**src/rtl/imem_prefetch_buf.sv**
```systemverilog
// Sequential instruction prefetch buffer: OBI subordinate towards the core and OBI manager
// towards instruction memory. It keeps up to DEPTH words of the current fetch stream buffered.
module imem_prefetch_buf #(
  parameter int unsigned DEPTH = 4
) (
  input  logic        clk_i,
  input  logic        rst_ni,
  input  logic        core_req_i,
  input  logic [31:0] core_addr_i,
  output logic        core_gnt_o,
  output logic        core_rvalid_o,
  output logic [31:0] core_rdata_o,
  output logic        mem_req_o,
  output logic [31:0] mem_addr_o,
  input  logic        mem_gnt_i,
  input  logic        mem_rvalid_i,
  input  logic [31:0] mem_rdata_i
);

  localparam int unsigned PW = $clog2(DEPTH);
  localparam int unsigned CW = PW + 1;
  localparam logic [CW-1:0] DEPTH_C = CW'(DEPTH);
  localparam logic [CW-1:0] ZERO_C  = CW'(0);

  logic          stream_valid_r;
  logic [29:0]   stream_base_r;
  logic [29:0]   fetch_addr_r;
  logic [29:0]   stale_addr_r;
  logic          stale_req_r;
  logic [CW-1:0] count_r;
  logic [CW-1:0] outst_r;
  logic [CW-1:0] discard_r;
  logic [PW-1:0] rd_ptr_r;
  logic [PW-1:0] wr_ptr_r;
  logic [31:0]   fifo_r [DEPTH];
  logic [31:0]   rdata_r;
  logic          rvalid_r;

  logic          addr_match_s;
  logic          hit_s;
  logic          miss_s;
  logic [CW-1:0] credit_s;
  logic          mem_req_s;
  logic          mem_gnt_s;
  logic          rsp_s;
  logic          push_s;
  logic [29:0]   bus_addr_s;
  logic [CW-1:0] outst_nxt_s;
  logic [CW-1:0] discard_nxt_s;
  logic          unused_s;

  // Hit/miss classification, issue credits and response accounting.
  always_comb begin
    addr_match_s  = (core_addr_i[31:2] == stream_base_r);
    hit_s         = rst_ni && core_req_i && stream_valid_r && addr_match_s && (count_r != ZERO_C);
    miss_s        = core_req_i && (!stream_valid_r || !addr_match_s);
    // Words already buffered plus live (non-discarded) requests in flight.
    credit_s      = count_r + outst_r - discard_r;
    mem_req_s     = rst_ni && (stale_req_r ||
                    (stream_valid_r && (credit_s < DEPTH_C) && (outst_r < DEPTH_C)));
    mem_gnt_s     = mem_req_s && mem_gnt_i;
    rsp_s         = mem_rvalid_i && (outst_r != ZERO_C);
    push_s        = rsp_s && !miss_s && (discard_r == ZERO_C);
    bus_addr_s    = stale_req_r ? stale_addr_r : fetch_addr_r;
    outst_nxt_s   = outst_r + CW'(mem_gnt_s) - CW'(rsp_s);
    discard_nxt_s = discard_r;
    if (miss_s) begin
      discard_nxt_s = outst_nxt_s;
    end else begin
      discard_nxt_s = discard_r + CW'(mem_gnt_s && stale_req_r)
                    - CW'(rsp_s && (discard_r != ZERO_C));
    end
  end

  // Stream, request and occupancy state; a miss restarts the stream at the core address.
  always_ff @(posedge clk_i) begin
    if (!rst_ni) begin
      stream_valid_r <= 1'b0;
      stream_base_r  <= 30'd0;
      fetch_addr_r   <= 30'd0;
      stale_addr_r   <= 30'd0;
      stale_req_r    <= 1'b0;
      count_r        <= ZERO_C;
      outst_r        <= ZERO_C;
      discard_r      <= ZERO_C;
      rd_ptr_r       <= PW'(0);
      wr_ptr_r       <= PW'(0);
      rdata_r        <= 32'd0;
      rvalid_r       <= 1'b0;
    end else begin
      outst_r   <= outst_nxt_s;
      discard_r <= discard_nxt_s;
      rvalid_r  <= hit_s;
      if (hit_s) begin
        rdata_r <= fifo_r[rd_ptr_r];
      end
      // A request left ungranted by a redirect stays on the bus and is discarded later.
      if (miss_s && mem_req_s && !mem_gnt_i) begin
        stale_req_r  <= 1'b1;
        stale_addr_r <= bus_addr_s;
      end else if (mem_gnt_s && stale_req_r) begin
        stale_req_r  <= 1'b0;
      end
      if (miss_s) begin
        stream_valid_r <= 1'b1;
        stream_base_r  <= core_addr_i[31:2];
        fetch_addr_r   <= core_addr_i[31:2];
        count_r        <= ZERO_C;
        rd_ptr_r       <= PW'(0);
        wr_ptr_r       <= PW'(0);
      end else begin
        if (hit_s) begin
          stream_base_r <= stream_base_r + 30'd1;
        end
        if (mem_gnt_s && !stale_req_r) begin
          fetch_addr_r <= fetch_addr_r + 30'd1;
        end
        count_r  <= count_r + CW'(push_s) - CW'(hit_s);
        rd_ptr_r <= rd_ptr_r + PW'(hit_s);
        wr_ptr_r <= wr_ptr_r + PW'(push_s);
      end
    end
  end

  // Data storage only; occupancy is tracked by count_r, so entries need no reset.
  always_ff @(posedge clk_i) begin
    if (push_s) begin
      fifo_r[wr_ptr_r] <= mem_rdata_i;
    end
  end

  assign unused_s      = ^core_addr_i[1:0];
  assign core_gnt_o    = hit_s;
  assign core_rvalid_o = rvalid_r;
  assign core_rdata_o  = rdata_r;
  assign mem_req_o     = mem_req_s;
  assign mem_addr_o    = {bus_addr_s, 2'b00};

endmodule

```
**config.mk**
```make
export PLATFORM = sky130hd
export DESIGN_NAME = imem_prefetch_buf
export DESIGN_NICKNAME = d
export VERILOG_FILES = /design/src/rtl/imem_prefetch_buf.sv
export SDC_FILE = /design/constraint.sdc
export NUM_CORES = 1
export LEC_CHECK = 0
export CAP_MARGIN = 15
export CORE_ASPECT_RATIO = 1.25
export CORE_MARGIN = 3
export CORE_UTILIZATION = 50
export DETAILED_ROUTE_END_ITERATION = 8
export HOLD_SLACK_MARGIN = 0.12
export PLACE_DENSITY_LB_ADDON = 0.15
export SYNTH_ARGS = -nofsm -noshare
export SYNTH_HDL_FRONTEND = slang
export SYNTH_SLANG_ARGS = --single-unit
```
**constraint.sdc**
```tcl
create_clock -name clk_i -period 5.83 [get_ports clk_i]
set_clock_uncertainty 0.05 [all_clocks]
set_input_delay 1.4575 -clock clk_i [delete_from_list [all_inputs] [get_ports clk_i]]
set_output_delay 1.4575 -clock clk_i [all_outputs]
set_load 0.005 [all_outputs]
```
==> metrics.txt, run 1 <==
share of the clock period used by the worst path=0.929; outcome=finished clean; vias in the first global route=8233; total number of H-tree levels=1; top_reg_cell synth=dfxtp_1; post-synthesis register bit count=266; Vias/cell=5.70; crit-path max FO=12; Crit Path Class=primary input to primary output; Worst setup EP type=primary output; Remaining DRCs=0; Hold EP=core_rdata_o[18]; post-layout min period=5.42 ns; synthesized area per cell=11.3 um^2; Final Max Tran Viols=0; WL final=27700 um; first-pass GRT wire length=43600 um; R2R Path Start=count_r[1]; yosys warns=0; CTS tree=yes; io pins=136; Hold Crit Start=core_rdata_o[18]; GRT Residual Overflow=0; setup slack after layout=0.415 ns; synth cell count leaders=162 x nand2_1, 138 x dfxtp_1, 128 x edfxtp_1; fraction of registers with async set/reset=0; synth unique cells=63; clock root buffer master=clkbuf_16; Mapped Cells=1057; Synth top area share=0.321; most frequent cell after synthesis=nand2_1; row cnt=62; Synth Area in Simple Gates=0.145; Post-Synth Adder-Cell Area=0.0193; max-cap violation count=0; R2R cell count=19; drt first pass iters=5; synth top area cells=edfxtp_1 32%, dfxtp_1 23%, mux4_2 6.0%; Buffers on Ports=131; worst vdd ir=0.262 mV; DP Area=13500 um^2; clock slew at reported path FFs=0.06 ns; Hold Crit Depth=2; Worst Setup Start Kind=primary input; initial antenna violation count=0; Post-CTS Hold Buffers=0; Worst Tran Pin Value=0.910 ns; setup tns final=0 ns; Total Routing Usage GR=0.212; Final nets=1258; largest family of logic cells by synthesized area=simple AND/OR/NAND/NOR gates; RSZ-0062 raised after global routing=false; hpwl dp=18200 um; drt wl/cell=18.7 um; die height=179 um; placed cells=1432; reg-to-reg endpoint=discard_r[2]; Worst Path Arrival=3.91 ns; Post-DRT Antenna Nets=0; design area=14400 um^2; Syn-to-layout area delta=20.5%; P per Cell Area=301 nW/um^2; CTS Buf Count=27; CP required=4.32 ns; Compound-Gate Fraction of Synth Area=0.0832; post-synthesis mux area share=0.115; share of cells above drive strength 1=0.121; Synth Area in XOR/XNOR=0.0530; Layout Cells excl Fill=1483; via count=8448; Initial Utilization=0.514; clk sinks=266; chip width=144 um; max_slew headroom=0.393; routability cong.=0.905; largest area contributor in the netlist=edfxtp_1; Post CTS Setup Buffer Count=0; starting DRC count in detailed routing=604; clk_lat worst skew=0.53 ns; Reg2Reg Setup Slack=1.88 ns; Fin. Hold Viols=0; EDFF count, synth=128; Setup-failing EPs final=0; synthesized area=12000 um^2; Core ar.=23300 um^2; pre-CTS WS=0.439 ns; min-delay worst type=register to register; DIE AREA=25800 um^2; largest net degree at the start of global routing=98; CTS Buffer Depth=3; end-of-flow core utilization=0.619; FMAX=185 MHz; Leak=4.94 nW; post-cts resize count=0; sequential cell area fraction in the yosys report=0.553
## routing by layer
metal | GRT usage | wire length (um) | share of wire
met1 | 0.269 | 11600 | 0.42
met2 | 0.370 | 14000 | 0.50
met3 | 0.0363 | 1300 | 0.047
met4 | 0.0649 | 845 | 0.031
met5 | 0 | 0 | 0
## report_power, final
part,total [W],internal [W],switching [W]
Clock,0.00169,0.000981,0.000712
Combinational,0.000530,0.000258,0.000272
Sequential,0.00211,0.00204,0.0000677
## placed cells by master (no fill, tap or decap), types with 5 or more instances in the layout
cell,instances
dfxtp_1,137
a22oi_1,5
nand4_1,37
and3_1,15
o21ai_0,34
nand2_1,162
and4_1,9
a31oi_1,7
ha_1,12
nor2_1,19
clkdlybuf4s50_1,130
xor2_1,27
nand3_1,45
a21oi_1,86
inv_1,19
nor4_1,10
o211ai_1,7
xnor2_1,39
mux4_2,32
or3_1,9
nor3_1,12
clkbuf_1,6
edfxtp_1,128
mux2_2,29
buf_4,24
mux2i_1,33
clkbuf_16,27
and2_1,9
## registers in the layout, summed over array words and instances, names as in the netlist
register and count:
stale_req_r 1, discard_r 3, stream_valid_r 1, stale_addr_r 30
core_rvalid_o 1, rd_ptr_r 2, fetch_addr_r 30, stream_base_r 30
outst_r 3, core_rdata_o 32, fifo_r 128, count_r 3
wr_ptr_r 2
## critical path, cell delays in order
cell,delay [ns]
clkdlybuf4s50_1,0.55
xnor2_1,0.30
nand4_1,0.13
or4_4,0.69
nor3_4,0.17
clkdlybuf4s50_1,0.61
## layout make-up
| cell class | count | area [um^2] |
|---|---|---|
| Antenna cell | 1 | 2.50 |
| Clock buffer | 36 | 739 |
| Clock inverter | 14 | 131 |
| Fill cell | 1914 | 8870 |
| Inverter | 21 | 78.8 |
| Multi-Input combinational cell | 703 | 5000 |
| Sequential cell | 266 | 6610 |
| Tap cell | 288 | 360 |
| Timing Repair Buffer | 154 | 1480 |
## worst max path at each step
stage / end / slack [ns] / startpoint / cells after the start
after global routing: core_gnt_o / 0.30 / core_addr_i[8] / 6
after global placement: core_gnt_o / 0.46 / core_addr_i[8] / 6
after floorplan: fifo_r[1][0] / 0.12 / core_addr_i[26] / 6
final: core_gnt_o / 0.41 / core_addr_i[8] / 6
after CTS: core_gnt_o / 0.43 / core_addr_i[8] / 6
after detailed placement: core_gnt_o / 0.44 / core_addr_i[8] / 6
## per-stage QoR
step                power [W]  hold WS (ns)
finish                0.00433         0.401
global route          0.00452         0.421
CTS                   0.00437         0.405
detailed placement    0.00268         0.396
global placement      0.00266         0.390
floorplan             0.00248         0.385
## logic make-up after synthesis
kind of cell,Yosys count
other cells,1
xor+xnor,69
simple gates,351
flops,266
mux,94
fa+ha+maj,16
buf+inv,89
compound gates,171
(Power assumes the default switching activity.)
==> run 2, diff against run 1 <==
CELL_PAD_IN_SITES_DETAIL_PLACEMENT = 1   (was not set)
CELL_PAD_IN_SITES_GLOBAL_PLACEMENT = 2   (was not set)
CORE_UTILIZATION = 34   (was 50)
SKIP_CTS_REPAIR_TIMING = 1   (was not set)
TNS_END_PERCENT = 20   (was not set)
==> run 2 against run 1 <==
Effect of this change: sequential power is essentially flat; combinational power up 4.3%; non-clock buffer count grew 2; first-iteration DRC count down 38%; largest cell class unchanged.
==> metrics.txt, run 2 (synthesis gave the netlist of run 1 again) <==
outcome=finished clean; clock slew at reported path FFs=0.06 ns (about the same); Final Max Tran Viols=0 (unchanged); setup tns final=0 ns (unchanged); drt first pass iters=6 (+1); chip width=174 um (+20%); DIE AREA=37500 um^2 (+45%); Fin. Hold Viols=0 (unchanged); FMAX=186 MHz (+0.92%); placed cells=1613 (+13%); clock root buffer master=clkbuf_16; Worst Setup Start Kind=primary input; share of cells above drive strength 1=0.130 (+0.00834); total number of H-tree levels=1 (unchanged); max reg flops=128 (unchanged); RSZ-0062 raised after global routing=false; Crit Path Class=primary input to primary output; Syn-to-layout area delta=23.8%; Initial Utilization=0.345 (-0.168); Fin Hold WS=0.400 ns (-0.000899 ns); starting DRC count in detailed routing=373 (-38%); die height=216 um (+21%); Setup-failing EPs final=0 (unchanged); antenna cells=0 (-1); CTS Buffer Depth=3 (unchanged); Critical Path Most Common Cell=clkdlybuf4s50_1; share of the clock period used by the worst path=0.920 (-0.00849); first-pass GRT wire length=52800 um (+21%); routability cong.=0.826 (-8.8%); design area=14800 um^2 (+2.8%); Total Routing Usage GR=0.176 (-0.0358); Final nets=1263 (+0.40%); Leak=5.02 nW (+1.7%); most frequent cells in the layout=162 x nand2_1, 137 x dfxtp_1, 130 x clkdlybuf4s50_1, 128 x edfxtp_1, 86 x a21oi_1; row cnt=76 (+23%); P per Cell Area=312 nW/um^2 (+3.6%); Vias/cell=5.18 (-9.1%); vias in the first global route=9206 (+12%); clk sinks=266 (unchanged); CP max stage cell=clkdlybuf4s50_1; max-cap violation count=0 (unchanged); post-layout min period=5.37 ns (-0.0495 ns); DP Area=13800 um^2 (+1.9%); min-delay worst type=register to register; most common cell after layout, fill and taps aside=nand2_1; Remaining DRCs=0 (unchanged); crit-path max FO=3 (-9); largest reg by FF count=fifo_r; CTS tree=yes; CP required=4.32 ns (about the same); Post-DRT Antenna Nets=0 (unchanged); Worst Tran Pin Value=0.977 ns (+0.0663 ns); GRT Residual Overflow=0 (unchanged); Worst Path Arrival=3.86 ns (-0.05 ns); hpwl dp=21800 um (+20%); Layout Cells excl Fill=1670 (+13%); max_slew headroom=0.349 (-0.0442); clk_lat worst skew=0.56 ns (+0.03 ns); CTS Buf Count=30 (+11%); Buffers on Ports=131 (unchanged); largest net degree at the start of global routing=91 (-7.1%); io pins=136 (unchanged); via count=8650 (+2.4%); drt wl/cell=20.0 um (+7.3%); crit-path cells=clkdlybuf4s50_1 -> xnor2_1 -> nand4_1 -> or4_4 -> nor3_4 -> clkdlybuf4s50_1; Core ar.=34600 um^2 (+49%); initial antenna violation count=1 (+1); worst vdd ir=0.238 mV (-9.2%); WL final=33400 um (+21%); Worst setup EP type=primary output; crit-path max cell delay=0.61 ns (-0.08 ns)
[run 2: cell types whose count changed in the layout (fill, tap and decap cells not counted)]
cell        delta
clkbuf_16      +4
bufinv_16      +2
clkbuf_8       -2
clkinv_4       +2
clkinvlp_2     +2
a211oi_1       -1
a211oi_2       +1
buf_12         +1
clkbuf_1       -1
clkinv_1       -1
clkinv_2       +1
diode_2        -1
[run 2: report_power, final]
group          switching [W]  internal (W)
clock network       0.000799       0.00115
logic               0.000294      0.000259
registers          0.0000698       0.00204
total                0.00116       0.00345
[run 2: cell type report]
type	instances	area, um^2
tap	468	586
multi-input combinational	703	5010
fill	3764	19800
sequential	266	6610
timing repair buffer	156	1520
inverter	21	78.8
clock buffer	36	795
clock inverter	20	220
[run 2: worst paths after layout]
path                   start         endpoint  slack (ns)  depth (start not counted)
min reg2reg  core_rdata_o[0]  core_rdata_o[0]        0.40                          2
max           core_addr_i[9]       core_gnt_o        0.46                          6
min          core_rdata_o[0]  core_rdata_o[0]        0.40                          2
max reg2reg       count_r[1]     discard_r[2]        1.79                         19
[run 2: worst max-delay path, delay by kind of cell]
family	cells	cell delay [ns]
xor gates and xnor gates	1	0.32
buffers and inverters	2	1.16
and+or+nand+nor	3	0.92
[run 2: through the flow]
stage | utilization | total power [W] | worst slack, ns
detailed placement | 0.398 | 0.00271 | 0.454
floorplan | - | 0.00248 | 0.117
global placement | 0.398 | 0.00270 | 0.475
CTS | 0.427 | 0.00470 | 0.446
global route | 0.428 | 0.00484 | 0.347
finish | 0.428 | 0.00461 | 0.464
[run 2: layer usage]
layer,track usage,vias to the layer above,part of all wire
met5,0,-,0.00060
met4,0.0566,2,0.028
met3,0.0315,51,0.045
met2,0.311,163,0.50
met1,0.218,4315,0.43
li1,-,4119,-
==> run 3, diff against run 2 <==
CELL_PAD_IN_SITES_DETAIL_PLACEMENT = not set   (was 1)
CELL_PAD_IN_SITES_GLOBAL_PLACEMENT = not set   (was 2)
CORE_UTILIZATION = 50   (was 34)
REMOVE_ABC_BUFFERS = 1   (was not set)
==> run 3 against run 2 <==
Effect of this change: global-route usage rose by 3.9 points; wire length fell by 16%; sequential share of layout area rose by 1.1 points; utilization rose by 19 points; design area fell by 2.5%; total power fell by 5.3%; worst hold slack improved by 0.0010 ns; critical path depth did not move.
==> metrics.txt, run 3 (synthesis gave the netlist of run 1 again) <==
outcome=finished clean; initial antenna violation count=0 (-1); Remaining DRCs=0 (unchanged); crit-path cells=clkdlybuf4s50_1 -> xnor2_1 -> nand4_1 -> or4_4 -> nor3_4 -> clkdlybuf4s50_1; routability cong.=0.937 (+14%); die height=179 um (-17%); max-cap violation count=0 (unchanged); FMAX=184 MHz (-1.3%); placed cells=1435 (-11%); Worst Tran Pin Value=0.871 ns (-0.106 ns); CTS tree=yes; Initial Utilization=0.514 (+0.168); total number of H-tree levels=1 (unchanged); Syn-to-layout area delta=20.8%; Worst Setup Start Kind=primary input; clk sinks=266 (unchanged); max reg flops=128 (unchanged); worst vdd ir=0.266 mV (+12%); Vias/cell=5.76 (+11%); Buffers on Ports=131 (unchanged); Post-DRT Antenna Nets=0 (unchanged); setup tns final=0 ns (unchanged); crit-path max cell delay=0.58 ns (-0.03 ns); via count=8556 (-1.1%); most frequent cells in the layout=162 x nand2_1, 137 x dfxtp_1, 130 x clkdlybuf4s50_1, 128 x edfxtp_1, 86 x a21oi_1; largest net degree at the start of global routing=91 (unchanged); clock root buffer master=clkbuf_16; crit-path max FO=3 (unchanged); P per Cell Area=302 nW/um^2 (-2.9%); chip width=144 um (-17%); hpwl dp=18500 um (-16%); antenna cells=0 (unchanged); CP max stage cell=or4_4; min-delay worst type=register to register; share of cells above drive strength 1=0.123 (-0.00698); drt wl/cell=18.9 um (-5.7%); DIE AREA=25800 um^2 (-31%); WL final=28000 um (-16%); io pins=136 (unchanged); GRT Residual Overflow=0 (unchanged); Setup-failing EPs final=0 (unchanged); Final Max Tran Viols=0 (unchanged); Total Routing Usage GR=0.215 (+0.0389); Critical Path Most Common Cell=clkdlybuf4s50_1; CTS Buf Count=27 (-10%); Final nets=1261 (-0.16%); starting DRC count in detailed routing=519 (+39%); FILL cells=1898 (-50%); Fin. Hold Viols=0 (unchanged); largest reg by FF count=fifo_r; first-pass GRT wire length=44400 um (-16%); Crit Path Class=primary input to primary output; Core ar.=23300 um^2 (-33%); RSZ-0062 raised after global routing=false; most common cell after layout, fill and taps aside=nand2_1; Worst setup EP type=primary output; row cnt=62 (-18%); Layout Cells excl Fill=1485 (-11%); CP required=4.32 ns (about the same); share of the clock period used by the worst path=0.932 (+0.0119); Worst Path Arrival=3.93 ns (+0.07 ns); post-layout min period=5.43 ns (+0.0691 ns); max_slew headroom=0.420 (+0.0708); Leak=4.96 nW (-1.2%); CTS Buffer Depth=3 (unchanged); drt first pass iters=5 (-1); clk_lat worst skew=0.53 ns (-0.03 ns); vias in the first global route=8535 (-7.3%); clock slew at reported path FFs=0.06 ns (about the same)
run 3: cell types whose count changed in the layout (fill, tap and decap cells not counted), sizes merged:
cell / change
buf: +2
clkbuf: -5
clkinv: +1
clkinvlp: -3
run 3: worst max-delay path: cells and delay by family:
family	cells	cell delay [ns]
XOR/XNOR	1	0.39
buffers and inverters	2	1.05
AND/OR/NAND/NOR	3	1.03
run 3: area by class of cell:
class | count | area, um^2 | area share
sequential | 266 | 6610 | 0.457
tap | 288 | 360 | 0.0249
multi-input combinational | 703 | 5010 | 0.347
clock buffer | 32 | 694 | 0.0481
clock inverter | 18 | 193 | 0.0133
inverter | 21 | 78.8 | 0.00546
timing repair buffer | 157 | 1500 | 0.104
run 3: where the power goes:
part	internal (W)	switching, W	total, W	leakage [nW]
logic	0.000258	0.000271	0.000529	2.25
clock network	0.00103	0.000708	0.00173	0.429
registers	0.00204	0.0000660	0.00211	2.28
total	0.00332	0.00105	0.00437	4.96
run 3: per-layer routing:
| layer | GRT usage | share of wire |
|---|---|---|
| met2 | 0.381 | 0.51 |
| met1 | 0.266 | 0.41 |
| met4 | 0.0735 | 0.033 |
| met5 | 0 | 0 |
| met3 | 0.0334 | 0.048 |
run 3: metrics by stage:
stage	instance area (um^2)	setup slack [ns]	utilization	hold slack (ns)	total power [W]
2_1_floorplan	11700	-1.57	-	0.385	0.00246
3_3_place_gp	13600	0.401	0.583	0.389	0.00266
3_5_place_dp	13600	0.389	0.583	0.397	0.00268
4_1_cts	14400	0.382	0.621	0.403	0.00442
5_1_grt	14400	0.324	0.621	0.421	0.00455
6_report	14400	0.395	0.621	0.401	0.00437
run 3: final timing paths:
check	startpoint	endpoint	slack, ns	cells past startpoint
max	core_addr_i[5]	core_gnt_o	0.40	6
min	core_rdata_o[8]	core_rdata_o[8]	0.40	2
max reg2reg	count_r[1]	discard_r[2]	1.95	19
min reg2reg	core_rdata_o[8]	core_rdata_o[8]	0.40	2
==> RTL edit 1: new RTL, config.mk and constraints of run 1 <==
Change the parameter `DEPTH` from 4 to 2.
--- a/src/rtl/imem_prefetch_buf.sv
+++ b/src/rtl/imem_prefetch_buf.sv
@@ -1,7 +1,7 @@
 // Sequential instruction prefetch buffer: OBI subordinate towards the core and OBI manager
 // towards instruction memory. It keeps up to DEPTH words of the current fetch stream buffered.
 module imem_prefetch_buf #(
-  parameter int unsigned DEPTH = 4
+  parameter int unsigned DEPTH = 2
 ) (
   input  logic        clk_i,
   input  logic        rst_ni,
Formal check against the unedited RTL: not equivalent (a bounded check fails within 4 cycles, from zero or initial values and one cycle with rst_ni low).
==> RTL edit 1 against run 1 <==
Via count decreased by 11%. Total power down 29%. Routed wire length is 13% lower. Synthesized cell count is 11% lower. Area after synthesis fell by 21%. Cell area fell by 20%. Setup slack improved by 82 ps. Sequential cell count decreased by 69.
==> RTL edit 1: results (changes against run 1) <==
| Metric | Value |
|---|---|
| Status | `finished, final reports clean (unchanged)` |
| Reg2reg end | `discard_r[1] (was discard_r[2])` |
| CP peak stage delay | `600 ps (was 690 ps)` |
| Slowest stage cell, crit path | `or4_1 (was or4_4)` |
| Mean area per synthesized cell | `10.1 sq um (was 11.3 sq um)` |
| Synth cell types | `64 (was 63)` |
| Clk_lat worst skew | `430 ps (was 530 ps)` |
| Worst vdd ir | `206 uV (was 262 uV)` |
| Met3 Use GR | `3.65% (was 3.63%)` |
| Main area contributors after synthesis | `dfxtp_1, edfxtp_1, a211oi_2 (was edfxtp_1, dfxtp_1, mux4_2)` |
| Seq/Total Area, Yosys | `48.5% (was 55.3%)` |
| GR Util met2 | `39.9% (was 37.0%)` |
| R2R depth | `14 (was 19)` |
| Comb. pwr | `414 uW (was 530 uW)` |
| Worst Setup SP | `core_addr_i[7] (was core_addr_i[8])` |
| 1st-iter DRT viols | `507 (was 604)` |
| Max Root-Sink Buffers | `2 (was 3)` |
| First-pass GRT wire length | `38000 um (was 43600 um)` |
| H-Tree Depth | `4 (was 1)` |
| Post-DP HPWL | `16200 um (was 18200 um)` |
| Num CTS Buffers | `17 (was 27)` |
| Pint | `2270 uW (was 3280 uW)` |
| Wl on met1 | `9900 um (was 11600 um)` |
| Clock-net power | `1130 uW (was 1690 uW)` |
| Vias/cell | `5.88 (was 5.70)` |
| Met3 WL | `1140 um (was 1300 um)` |
| M1 GR Usage | `28.7% (was 26.9%)` |
| Largest net degree at the start of global routing | `82 (was 98)` |
| Core area | `18300 sq um (was 23300 sq um)` |
| Max FO, Critical Path | `2 (was 12)` |
| Reg2reg start | `outst_r[0] (was count_r[1])` |
| Fin cells | `1282 (was 1483)` |
| Antenna cells | `0 (was 1)` |
| FF-to-FF setup slack | `2170 ps (was 1880 ps)` |
| Post-synth EDFFs | `64 (was 128)` |
| Commonest cells in the netlist | `dfxtp_1, nand2_1, o21ai_0 (was nand2_1, dfxtp_1, edfxtp_1)` |
| Critical Path AT | `3830 ps (was 3910 ps)` |
| Dpl cell area | `10900 sq um (was 13500 sq um)` |
| Worst slew pin tran | `1100 ps (was 910 ps)` |
| Final min period | `5330 ps (was 5420 ps)` |
| GP Congestion | `0.921 (was 0.905)` |
| # fillers | `1586 (was 1914)` |
| Max reg flops | `64 (was 128)` |
RTL edit 1: cell count changes in the layout (fill, tap and decap cells not counted), moves of 8 or more:
cell	before	now
a21oi_1	86	41
nand3_1	45	62
nand2_1	162	83
o21ai_0	34	69
a211oi_2	0	32
mux4_2	32	0
buf_4	24	16
clkbuf_16	27	17
nor2_1	19	50
edfxtp_1	128	64
RTL edit 1: worst min-delay path by stage:
stage | cells past startpoint | start | end | slack, ps
after global placement | 2 | stale_addr_r[9] | stale_addr_r[9] | 400
final | 2 | stale_addr_r[12] | stale_addr_r[12] | 420
after floorplan | 2 | stale_addr_r[0] | stale_addr_r[0] | 390
after detailed placement | 2 | stale_addr_r[12] | stale_addr_r[12] | 410
after global routing | 2 | stale_addr_r[19] | stale_addr_r[19] | 440
after CTS | 2 | stale_addr_r[12] | stale_addr_r[12] | 420
RTL edit 1: final cells by class:
type | count | area (sq um) | share of cell area [%]
inverter | 14 | 52.6 | 0.459
timing repair buffer | 147 | 1440 | 12.6
multi-input combinational | 664 | 4540 | 39.6
tap | 228 | 285 | 2.49
clock buffer | 19 | 433 | 3.78
sequential | 197 | 4590 | 40.0
clock inverter | 13 | 125 | 1.09
RTL edit 1: kinds of logic (layout without fill, tap and decap cells):
| family | Yosys count | count (layout) | synth area share [%] |
|---|---|---|---|
| AND/OR/NAND/NOR | 328 | 328 | 18.2 |
| flip-flops | 197 | 197 | 48.5 |
| AO/OA/AOI/OAI | 190 | 190 | 13.9 |
| buffers and inverters | 80 | 193 | 3.98 |
| XOR/XNOR | 71 | 71 | 6.96 |
| multiplexers | 64 | 64 | 7.19 |
| adder cells (fa/ha/maj) | 9 | 9 | 1.19 |
| other | 1 | 2 | 0.0397 |
==> RTL edit 2: new RTL, config.mk and constraints of run 1 <==
Made on the original files. Make the reset (`rst_ni`) asynchronous in one clocked block.
--- a/src/rtl/imem_prefetch_buf.sv
+++ b/src/rtl/imem_prefetch_buf.sv
@@ -73,7 +73,7 @@
   end
 
   // Stream, request and occupancy state; a miss restarts the stream at the core address.
-  always_ff @(posedge clk_i) begin
+  always_ff @(posedge clk_i or negedge rst_ni) begin
     if (!rst_ni) begin
       stream_valid_r <= 1'b0;
       stream_base_r  <= 30'd0;
Check against the original RTL: differs if rst_ni is asserted again (counterexample within 4 cycles, from zero or initial values and one cycle with rst_ni low); with rst_ni held inactive, the same outputs for 4 cycles.
==> RTL edit 2 against run 1 <==
Area after synthesis up 2.6%. Final cell count down 6.5%. Routed wire length down 2.0%. Via count down 7.9%. Setup slack better by 140 ps. Register-to-register slack better by 20 ps. Cell area up 3.8%. Global-route usage down 0.32 points. Sequential cell count unchanged. Critical path type unchanged. Largest cell class unchanged.
Power is not compared: it rests on default switching activity, and its combinational part moved more than twofold at a synthesized area within 25%.
==> RTL edit 2: results (changes against run 1) <==
| Metric | Value |
|---|---|
| 1st-iter DRT viols | `396 (was 604)` |
| Dpl cell area | `14000 sq um (was 13500 sq um)` |
| Multi-input logic cell count | `561 (was 703)` |
| Worst slew pin tran | `981 ps (was 910 ps)` |
| Proportion of layout cells with a drive suffix above 1 | `19.1% (was 12.1%)` |
| Non-clock buffering overhead | `9.68% (was 10.3%)` |
| Reg2reg end | `discard_r[2] (unchanged)` |
| Repair and plain buffers | `149 (was 154)` |
| Max FO, Critical Path | `2 (was 12)` |
| Reg2reg start | `count_r[1] (unchanged)` |
| FF-to-FF setup slack | `1900 ps (was 1880 ps)` |
| FFs & Latches | `266 (unchanged)` |
| Layout clock area frac | `6.39% (was 6.05%)` |
| Main area contributors after synthesis | `edfxtp_1, dfrtp_1, mux4_2 (was edfxtp_1, dfxtp_1, mux4_2)` |
| Largest net degree at the start of global routing | `63 (was 98)` |
| Fraction of area in multi-input gates | `31.6% (was 34.7%)` |
| Nets@finish | `1122 (was 1258)` |
| Inverter count | `31 (was 21)` |
| GP Congestion | `0.869 (was 0.905)` |
| Seq/Total Area, Yosys | `59.5% (was 55.3%)` |
| Total global-route track usage | `20.9% (was 21.2%)` |
| Worst Hold Depth | `1 (was 2)` |
| First-pass GRT wire length | `44600 um (was 43600 um)` |
| Hold Crit Start | `core_rdata_o[4] (was core_rdata_o[18])` |
| Num CTS Buffers | `28 (was 27)` |
| Number of clock-tree buffers in the layout | `35 (was 36)` |
| Critical Path AT | `3770 ps (was 3910 ps)` |
| Status | `finished, final reports clean (unchanged)` |
| Hold_ws | `453 ps (was 401 ps)` |
| Post-DP HPWL | `18100 um (was 18200 um)` |
| Routed WL | `27100 um (was 27700 um)` |
| Final Util | `62.4% (was 61.9%)` |
| Sequential cell area | `7300 sq um (was 6610 sq um)` |
[RTL edit 2: worst max-delay path, cell delays in order]
cell and delay [ps]:
clkdlybuf4s50_1 470, xnor2_1 360, nand4_1 180, nor4_2 330, nand2_1 170, nor2_1 240
clkdlybuf4s50_1 550
[RTL edit 2: kinds of logic after synthesis]
family                   after synthesis  synth area share [%]
flip-flops                           266                  59.5
adder cells (fa/ha/maj)               16                  1.88
multiplexers                         125                  15.3
AND/OR/NAND/NOR                      261                  11.2
buffers and inverters                 69                  2.46
AO/OA/AOI/OAI                         91                  4.81
other                                  1                0.0306
XOR/XNOR                              66                  4.88
[RTL edit 2: stage by stage]
stage | power (uW) | setup WS [ps] | cells
floorplan | 3080 | 111 | 896
global placement | 3510 | 536 | 1332
detailed placement | 3540 | 539 | 1332
CTS | 5390 | 522 | 1384
global route | 5600 | 409 | 1384
finish | 5320 | 557 | 1386
[RTL edit 2: worst max path at each step]
| stage | depth (start not counted) | endpoint |
|---|---|---|
| finish | 7 | core_gnt_o |
| global route | 7 | core_gnt_o |
| CTS | 7 | core_gnt_o |
| detailed placement | 7 | core_gnt_o |
| global placement | 7 | core_gnt_o |
| floorplan | 6 | fifo_r[1][0] |
[RTL edit 2: routing by layer]
layer  global-route usage (%)  routed length [um]  vias up
met2                     35.5               13300      238
met3                     4.34                1590       82
met1                     26.3               11100     3816
met4                     8.17                1060        2
li1                         -                   -     3645
met5                        0                  13        -
[RTL edit 2: power breakdown]
part	internal, uW	total [uW]	leakage (uW)	switching [uW]
clock	1100	1820	0.000460	722
combinational	707	1200	0.00230	491
sequential	2160	2300	0.00287	142
